`src/rtl/tl_monitor_pkg.sv`:
```
`default_nettype none
// ============================================================================
// Module   : tl_monitor_pkg
// Purpose  : Shared types and constants for the TL in-flight monitor.
// Revision : 1.0 - initial release
// ============================================================================
package tl_monitor_pkg;

   typedef enum logic [2:0] {
      ERR_NONE     = 3'd0,
      ERR_DUP      = 3'd1,
      ERR_ORPHAN   = 3'd2,
      ERR_UNSTABLE = 3'd3,
      ERR_TIMEOUT  = 3'd4
   } err_code_e;

   localparam int c_timeout_default = 1024;

   // Highest-priority violation among those seen in one cycle.
   function automatic err_code_e first_err(input logic dup,
                                           input logic orphan,
                                           input logic unstable,
                                           input logic timeout);
      if (dup)      return ERR_DUP;
      if (orphan)   return ERR_ORPHAN;
      if (unstable) return ERR_UNSTABLE;
      if (timeout)  return ERR_TIMEOUT;
      return ERR_NONE;
   endfunction

endpackage : tl_monitor_pkg
`default_nettype wire

```
`src/rtl/tl_monitor_watchdog.sv`:
```
`default_nettype none
// ============================================================================
// Module   : tl_monitor_watchdog
// Purpose  : Free-running cycle counter with clear/enable and a one-cycle
//            expire pulse when the count reaches TIMEOUT.
// Revision : 1.0 - initial release
// ============================================================================
module tl_monitor_watchdog
   import tl_monitor_pkg::*;
#(
   parameter int TIMEOUT = c_timeout_default
) (
   input  logic clk,
   input  logic rst,
   input  logic i_clr,
   input  logic i_en,
   output logic o_expire
);

   localparam logic [15:0] c_limit = 16'(TIMEOUT);

   logic [15:0] r_cnt;

   // Expiry is seen one cycle after the count lands on the limit, and the
   // counter restarts from zero on that same edge.
   assign o_expire = (r_cnt == c_limit);

   always_ff @(posedge clk) begin
      if (rst) begin
         r_cnt <= '0;
      end else if (i_clr || o_expire) begin
         r_cnt <= '0;
      end else if (i_en) begin
         r_cnt <= r_cnt + 16'd1;
      end
   end

endmodule : tl_monitor_watchdog
`default_nettype wire

```
`src/rtl/tl_inflight_monitor.sv`:
```
`default_nettype none
// ============================================================================
// Module   : tl_inflight_monitor
// Purpose  : A/D channel protocol monitor: per-source in-flight tracking with
//            duplicate, orphan, A-stability and (optional) timeout checks.
//            Define TL_MONITOR_WATCHDOG_EN to build the response watchdog.
// Revision : 1.0 - initial release
// ============================================================================
module tl_inflight_monitor
   import tl_monitor_pkg::*;
#(
   parameter int SOURCE_W = 3,
   parameter int TIMEOUT  = c_timeout_default
) (
   input  logic                clock,
   input  logic                reset,
   input  logic                a_valid,
   input  logic                a_ready,
   input  logic [SOURCE_W-1:0] a_source,
   input  logic                d_valid,
   input  logic                d_ready,
   input  logic [SOURCE_W-1:0] d_source,
   input  logic                d_last,
   output logic                ok_dup,
   output logic                ok_orphan,
   output logic                ok_stable,
   output logic                ok_timeout,
   output logic [SOURCE_W:0]   inflight_cnt,
   output logic                err_sticky,
   output logic [2:0]          err_code
);

   localparam int c_num_src = 1 << SOURCE_W;

   if ((TIMEOUT < 2) || (TIMEOUT > 65535)) begin : g_timeout_range_err
      $error("tl_inflight_monitor: TIMEOUT must be within 2..65535");
   end

   logic [c_num_src-1:0] r_busy;
   logic [c_num_src-1:0] w_busy_nxt;
   logic [SOURCE_W:0]    r_cnt;
   logic                 r_stall;
   logic [SOURCE_W-1:0]  r_stall_src;
   logic                 r_ok_dup;
   logic                 r_ok_orphan;
   logic                 r_ok_stable;
   logic                 r_err_sticky;
   err_code_e            r_err_code;

   logic      w_a_fire;
   logic      w_d_done;
   logic      w_dup;
   logic      w_orphan;
   logic      w_unstable;
   logic      w_expire;
   logic      w_set;
   logic      w_clr;
   logic      w_any_err;
   err_code_e w_first_code;

   assign w_a_fire   = a_valid & a_ready;
   assign w_d_done   = d_valid & d_ready & d_last;
   assign w_dup      = w_a_fire & r_busy[a_source];
   assign w_orphan   = w_d_done & ~r_busy[d_source];
   assign w_unstable = r_stall & (~a_valid | (a_source != r_stall_src));
   assign w_set      = w_a_fire & ~w_dup;
   assign w_clr      = w_d_done & ~w_orphan;

   assign w_any_err    = w_dup | w_orphan | w_unstable | w_expire;
   assign w_first_code = first_err(w_dup, w_orphan, w_unstable, w_expire);

   // A legal set and a legal clear can never target the same source: one
   // needs the bit clear, the other needs it set.
   always_comb begin
      w_busy_nxt = r_busy;
      if (w_set) w_busy_nxt[a_source] = 1'b1;
      if (w_clr) w_busy_nxt[d_source] = 1'b0;
   end

   always_ff @(posedge clock) begin
      if (reset) begin
         r_busy       <= '0;
         r_cnt        <= '0;
         r_stall      <= 1'b0;
         r_stall_src  <= '0;
         r_ok_dup     <= 1'b1;
         r_ok_orphan  <= 1'b1;
         r_ok_stable  <= 1'b1;
         r_err_sticky <= 1'b0;
         r_err_code   <= ERR_NONE;
      end else begin
         r_busy      <= w_busy_nxt;
         r_cnt       <= r_cnt + {{SOURCE_W{1'b0}}, w_set}
                              - {{SOURCE_W{1'b0}}, w_clr};
         r_stall     <= a_valid & ~a_ready;
         r_stall_src <= a_source;
         r_ok_dup    <= ~w_dup;
         r_ok_orphan <= ~w_orphan;
         r_ok_stable <= ~w_unstable;
         if (!r_err_sticky && w_any_err) begin
            r_err_sticky <= 1'b1;
            r_err_code   <= w_first_code;
         end
      end
   end

`ifdef TL_MONITOR_WATCHDOG_EN
   logic w_wd_clr;
   logic r_ok_timeout;

   assign w_wd_clr = w_d_done | (r_cnt == '0);

   tl_monitor_watchdog #(
      .TIMEOUT (TIMEOUT)
   ) u_watchdog (
      .clk      (clock),
      .rst      (reset),
      .i_clr    (w_wd_clr),
      .i_en     (~w_wd_clr),
      .o_expire (w_expire)
   );

   always_ff @(posedge clock) begin
      if (reset) begin
         r_ok_timeout <= 1'b1;
      end else begin
         r_ok_timeout <= ~w_expire;
      end
   end

   assign ok_timeout = r_ok_timeout;
`else
   assign w_expire   = 1'b0;
   assign ok_timeout = 1'b1;
`endif

   assign ok_dup       = r_ok_dup;
   assign ok_orphan    = r_ok_orphan;
   assign ok_stable    = r_ok_stable;
   assign inflight_cnt = r_cnt;
   assign err_sticky   = r_err_sticky;
   assign err_code     = r_err_code;

endmodule : tl_inflight_monitor
`default_nettype wire

```
`config.mk`:
```
export PLATFORM = sky130hd
export DESIGN_NAME = tl_inflight_monitor
export DESIGN_NICKNAME = d
export VERILOG_FILES = /design/src/rtl/tl_monitor_pkg.sv /design/src/rtl/tl_monitor_watchdog.sv /design/src/rtl/tl_inflight_monitor.sv
export SDC_FILE = /design/constraint.sdc
export NUM_CORES = 1
export LEC_CHECK = 0
export ABC_AREA = 1
export CAP_MARGIN = 25
export CORE_MARGIN = 3
export CORE_UTILIZATION = 45
export CTS_BUF_LIST = sky130_fd_sc_hd__clkbuf_16
export DETAILED_ROUTE_END_ITERATION = 7
export MAX_ROUTING_LAYER = met4
export PLACE_DENSITY = 0.7
export SLEW_MARGIN = 10
export SYNTH_ARGS = -nofsm -noshare
export SYNTH_HDL_FRONTEND = slang
export SYNTH_SLANG_ARGS = --single-unit
export TNS_END_PERCENT = 5
```
`constraint.sdc`:
```
create_clock -name clock -period 2.5 [get_ports clock]
set_input_delay 0.5 -clock clock [delete_from_list [all_inputs] [get_ports clock]]
set_output_delay 0.5 -clock clock [all_outputs]
set_load 0.005 [all_outputs]
```
==> flow_metrics.tcl, run 1 <==
set metrics [dict create \
    status "finished clean" \
    met2_length_um 1557 \
    cts_buffers 3 \
    synth_fp_nets 206 \
    cts_root_buf "clkbuf_16" \
    h-tree-depth 1 \
    crit_arrival_ns 2.46 \
    grt_first_pass_wirelength_um 4905 \
    met3WireLength_um 178 \
    ys.flop_type "dfxtp_1" \
    nFillCells 229 \
    fin_crit_sh_pct 92.83 \
    grt-ovfl-total 0 \
    start_kind "input pin" \
    final_cell_mix "nand2_1, inv_1, nor2_1" \
    worstPathMaxFanout 8 \
    async_reset_ff_share_pct 0 \
    leakage_uw 0.0007793 \
    die_height_um 59.47 \
    wl_met1_um 1257 \
    post_cts_buffers 0 \
    preCtsSetupSlack_ns -0.4302 \
    p_sw_uw 237.9 \
    pwr-share-seq_pct 38.0 \
    yosys_warnings 0 \
    multi_input_area_um2 653.1 \
    grt_max_degree 15 \
    cts_num_sinks 22 \
    syn_inst 188 \
    synth-edff-count 0 \
    setup_viol 0 \
    area_growth_pct 29.96 \
    gp_congestion 0.8984 \
    core_um2 2590 \
    avgSynthCellArea_um2 6.842 \
    final_antenna_net_count 0 \
    synth-seq-cells 22 \
    grt_usage_pct 18.86 \
    ys_types 27 \
    path_class "input pin to flop" \
    fin_ws_ns 0.1793 \
    top_layer "met4" \
    hp-class "flop to flop" \
    final_common_cell "nand2_1" \
    regArea_um2 440.4 \
    drive_gt1_share_pct 14.16 \
    die_x_um 59.47 \
    clock_skew_ns 0.005049 \
    worst_ep_required_time_ns 2.64 \
    yosysTopAreaCell "dfxtp_1" \
    syn-cell-area_um2 1286 \
    ios 25 \
    wl_um 3024 \
    final_area_um2 1672 \
    power_density_nw_per_um2 611.9 \
    antenna_found_initial 0 \
    wl_per_cell_um 12.14 \
    power_frac_comb_pct 18.2 \
    drv_slew 0 \
    finalSetupTns_ns 0 \
    cts_tree "built" \
    period_needed_ns 2.321 \
    n_antenna_cell 0 \
    cp-end-kind "flop" \
    hpwlAfterDp_um 2277 \
    numPortBuffers 22 \
    drc 0 \
    dpl_cell_area_um2 1560 \
    vias 1308 \
    clk_path_buf_depth 2 \
    rows 18 \
    drt_iter0_markers 53 \
    hold_viol_final 0 \
    maxCapViolations 0 \
    synth_area_leaders "dfxtp_1, nand2_1, inv_1, nor2_1, a31oi_1" \
    clkTransAtPathRegs_ns 0.06 \
    nets 238 \
    p_int_uw 785.0 \
    pwr-share-clk_pct 43.8 \
    fin_util_pct 64.54 \
    fmax_ghz 0.4309 \
    ir_drop_mv 0.3800 \
    ctsHoldBuffers 0 \
    firstDrtPassIters 5 \
    first_global_vias 1185 \
    worstSkewPairLatency_ns 0.25 \
    initial_core_util_pct 49.66 \
    viasPerCell 5.253 \
    swShare_pct 23.26 \
    yosysSeqAreaShare_pct 34.24 \
    worst_hold_slack_ns 0.4160 \
    synth_top_area_share_pct 34.24 \
    die_area_um2 3536 \
    rsz0062_at_grt "no" \
]
==> metrics by stage <==
stage | total power [uW] | instances
floorplan | 504.2 | 188
global placement | 574.2 | 245
detailed placement | 579.2 | 245
CTS | 1027 | 249
global route | 1062 | 249
finish | 1023 | 249
==> logic make-up after synthesis <==
group	share of synthesized area, %
flip-flops	34.24
other	0.5839
AND/OR/NAND/NOR	30.35
adder cells (fa/ha/maj)	5.448
buffers and inverters	15.56
AO/OA/AOI/OAI	12.45
XOR/XNOR	1.362
==> critical path, cell delays in order <==
cell and delay [ns]:
dlygate4sd2_1 0.33, inv_4 0.13, nand2_1 0.06, nand3_1 0.07, nand2_1 0.08, o21a_2 0.22
ha_1 0.28, inv_1 0.06, ha_1 0.13, inv_1 0.05, fa_1 0.37, xor2_1 0.14
nor2_1 0.05
==> final cells by class <==
cell class,instances,area share [%]
multi-input combinational,128,39.07
sequential,22,26.35
timing repair buffer,36,19.39
inverter,29,6.662
clock buffer,3,4.491
tap,30,2.246
clock inverter,1,1.796
==> worst paths after layout <==
kind                     from         endpoint  slack, ns  depth (start not counted)
setup / recovery  d_source[0]  inflight_cnt[2]       0.18                         13
hold / removal        r_stall        ok_stable       0.42                          1
hold reg to reg       r_stall        ok_stable       0.42                          1
setup reg to reg    r_busy[1]  inflight_cnt[2]       0.45                         15
==> flip-flops by register name, summed over array words and instances (netlist names) <==
register      count
inflight_cnt      4
err_sticky        1
r_stall_src       3
err_code          2
ok_stable         1
ok_orphan         1
r_stall           1
ok_dup            1
r_busy            8
==> cells in the mapped netlist, types with 3 or more instances <==
| cell type | number |
|---|---|
| nand2_1 | 45 |
| inv_1 | 25 |
| nor2_1 | 25 |
| dfxtp_1 | 22 |
| o21ai_0 | 10 |
| a31oi_1 | 8 |
| nand3_1 | 8 |
| nor3_1 | 8 |
| a21oi_1 | 4 |
| ha_1 | 4 |
| buf_4 | 3 |
| clkbuf_1 | 3 |
| inv_2 | 3 |
| o21ai_1 | 3 |
==> power by group through the flow <==
stage / combinational, uW / sequential, uW / clock [uW]
global route: 208 / 392 / 463
global placement: 179 / 395 / 0
detailed placement: 184 / 396 / 0
floorplan: 108 / 396 / 0
finish: 187 / 388 / 448
CTS: 184 / 389 / 454
==> layer usage <==
layer / vias to the layer above / GRT usage, %
li1: 649 / -
met1: 612 / 21.62
met2: 43 / 32.92
met3: 4 / 2.614
met4: 0 / 7.120
met5: - / -
==> timing repair <==
action                     4_1_cts  5_1_grt
gates resized for setup          3        7
setup endpoints to repair        3        3
pin swaps                        0        0
(Power assumes the default switching activity.)
==> inputs of run 2 (changes only) <==
--- a/config.mk
+++ b/config.mk
@@ -7,12 +7,14 @@
 export LEC_CHECK = 0
 export ABC_AREA = 1
 export CAP_MARGIN = 25
+export CELL_PAD_IN_SITES_DETAIL_PLACEMENT = 1
+export CELL_PAD_IN_SITES_GLOBAL_PLACEMENT = 2
 export CORE_MARGIN = 3
-export CORE_UTILIZATION = 45
+export CORE_UTILIZATION = 27
 export CTS_BUF_LIST = sky130_fd_sc_hd__clkbuf_16
 export DETAILED_ROUTE_END_ITERATION = 7
 export MAX_ROUTING_LAYER = met4
-export PLACE_DENSITY = 0.7
+export PLACE_DENSITY = 0.76
 export SLEW_MARGIN = 10
 export SYNTH_ARGS = -nofsm -noshare
 export SYNTH_HDL_FRONTEND = slang
==> run 2 against run 1 <==
Against the previous run:
- clock-buffer cell count unchanged
- critical path type unchanged
- setup slack better by 0.032 ns
- power decreased by 8.3%
- final area rose by 5.9%
- largest power group is now sequential cells
- cell count grew 13%
- largest cell class unchanged
- register-to-register slack barely moved
- critical path depth increased by 3
==> flow_metrics.tcl, run 2 (synthesis results as in run 1) <==
set metrics [dict create \
    regMostFlops "r_busy" \
    nFillCells 581 \
    grt_max_degree 15 \
    reg2reg_to "inflight_cnt[1]" \
    period_needed_ns 2.289 \
    antenna_found_initial 0 \
    die_height_um 75.02 \
    core_um2 4474 \
    hp-class "flop to flop" \
    start_kind "input pin" \
    final_common_cell "nand2_1" \
    grt_usage_pct 15.24 \
    timing.rr.start "r_busy[2]" \
    hpwlAfterDp_um 3064 \
    status "finished clean" \
    firstDrtPassIters 4 \
    h-tree-depth 1 \
    hold_viol_final 0 \
    worst-r2r-cell-count 14 \
    largest_reg_flops 8 \
    pwr-share-clk_pct 36.8 \
    finalSetupTns_ns 0 \
    gp_congestion 0.8646 \
    numPortBuffers 22 \
    wl_um 3676 \
    hold_path.startpoint "r_stall" \
    ir_drop_mv 0.2755 \
    worstPathMaxFanout 5 \
    p_sw_uw 245.7 \
    grt-ovfl-total 0 \
    r2r_slack_ns 0.44 \
    drv_slew 0 \
    power_density_nw_per_um2 529.8 \
    ios 25 \
    die_area_um2 5628 \
    clock_skew_ns 0.002541 \
    initial_core_util_pct 28.75 \
    rsz0062_at_grt "no" \
    drc 0 \
    area_growth_pct 37.65 \
    pwr-share-seq_pct 41.5 \
    swShare_pct 26.20 \
    fin_ws_ns 0.2111 \
    preCtsSetupSlack_ns -0.3960 \
    vias 1317 \
    n_antenna_cell 0 \
    viasPerCell 4.687 \
    leakage_uw 0.0008369 \
    worst_hold_slack_ns 0.4123 \
    maxCapViolations 0 \
    rows 24 \
    final_antenna_net_count 0 \
    die_x_um 75.02 \
    worstSkewPairLatency_ns 0.25 \
    fin_crit_sh_pct 91.56 \
    post_cts_buffers 0 \
    clk_path_buf_depth 2 \
    wl_per_cell_um 13.08 \
    cts_root_buf "clkbuf_16" \
    setup_viol 0 \
    first_global_vias 1472 \
    grt_first_pass_wirelength_um 6403 \
    clkTransAtPathRegs_ns 0.06 \
    path_class "input pin to flop" \
    crit_arrival_ns 2.44 \
    nets 248 \
    worst_ep_required_time_ns 2.65 \
    min_to "ok_stable" \
    fmax_ghz 0.4369 \
    whs_path_depth 1 \
    cp-end-kind "flop" \
    drive_gt1_share_pct 18.34 \
    cts_tree "built" \
    cts_num_sinks 22 \
    final_cell_mix "nand2_1, inv_1, nor2_1" \
    crit_path_start "a_source[0]" \
    drt_iter0_markers 29 \
    cts_buffers 3 \
    power_frac_comb_pct 21.7 \
    p_int_uw 692.3 \
]
[run 2: power by group through the flow]
| stage | registers (uW) | logic [uW] | clock network (uW) |
|---|---|---|---|
| 2_1_floorplan | 396 | 108 | 0 |
| 3_3_place_gp | 395 | 193 | 0 |
| 3_5_place_dp | 397 | 201 | 0 |
| 4_1_cts | 389 | 207 | 361 |
| 5_1_grt | 393 | 231 | 377 |
| 6_report | 389 | 204 | 345 |
[run 2: worst max path at each step]
| stage | to | slack, ns | cells after the start |
|---|---|---|---|
| 6_report | inflight_cnt[1] | 0.21 | 16 |
| 5_1_grt | inflight_cnt[1] | 0.008 | 16 |
| 4_1_cts | inflight_cnt[2] | 0.005 | 15 |
| 3_5_place_dp | inflight_cnt[3] | -0.40 | 18 |
| 3_3_place_gp | inflight_cnt[2] | -0.29 | 17 |
| 2_1_floorplan | inflight_cnt[2] | 0.21 | 13 |
[run 2: layer usage]
layer	wire, um	global-route usage, %	up-vias	share of wire (%)
li1	-	-	664	-
met1	1516	16.11	631	41
met2	2022	28.63	18	55
met3	110	2.670	4	3.0
met4	27	4.348	0	0.73
met5	0	-	-	0
[run 2: per-stage QoR]
stage	instance area, um2	total power [uW]	util (%)	cells
after detailed placement	1655	597.5	37.00	276
after global routing	1770	1001	39.57	281
final	1770	938.0	39.57	281
after CTS	1748	957.2	39.07	281
after global placement	1655	588.3	37.00	276
after floorplan	1286	504.2	-	188
[run 2: cell type report]
cell class / count / area (um2) / share of cell area, %
Clock buffer: 3 / 75.07 / 4.240
Clock inverter: 1 / 3.754 / 0.2120
Inverter: 29 / 111.4 / 6.290
Multi-Input combinational cell: 128 / 661.9 / 37.39
Sequential cell: 22 / 440.4 / 24.88
Tap cell: 52 / 65.06 / 3.675
Timing Repair Buffer: 46 / 412.9 / 23.32
[run 2: what timing repair did]
action / CTS / global route
pin swaps: 0 / 1
gates resized for setup: 5 / 9
hold buffers: 0 / 0
cloned: 1 / 0
setup endpoints to repair: 3 / 3
[run 2: critical path: stages]
cell	delay (ns)
clkdlybuf4s15_1	0.22
buf_6	0.15
nand2_1	0.07
o21ai_2	0.06
nand2_1	0.05
nand2_1	0.06
nand2_2	0.07
nand2_4	0.06
inv_2	0.06
nand2_2	0.06
ha_1	0.29
inv_1	0.06
ha_1	0.13
inv_1	0.06
fa_2	0.52
nor2_1	0.04
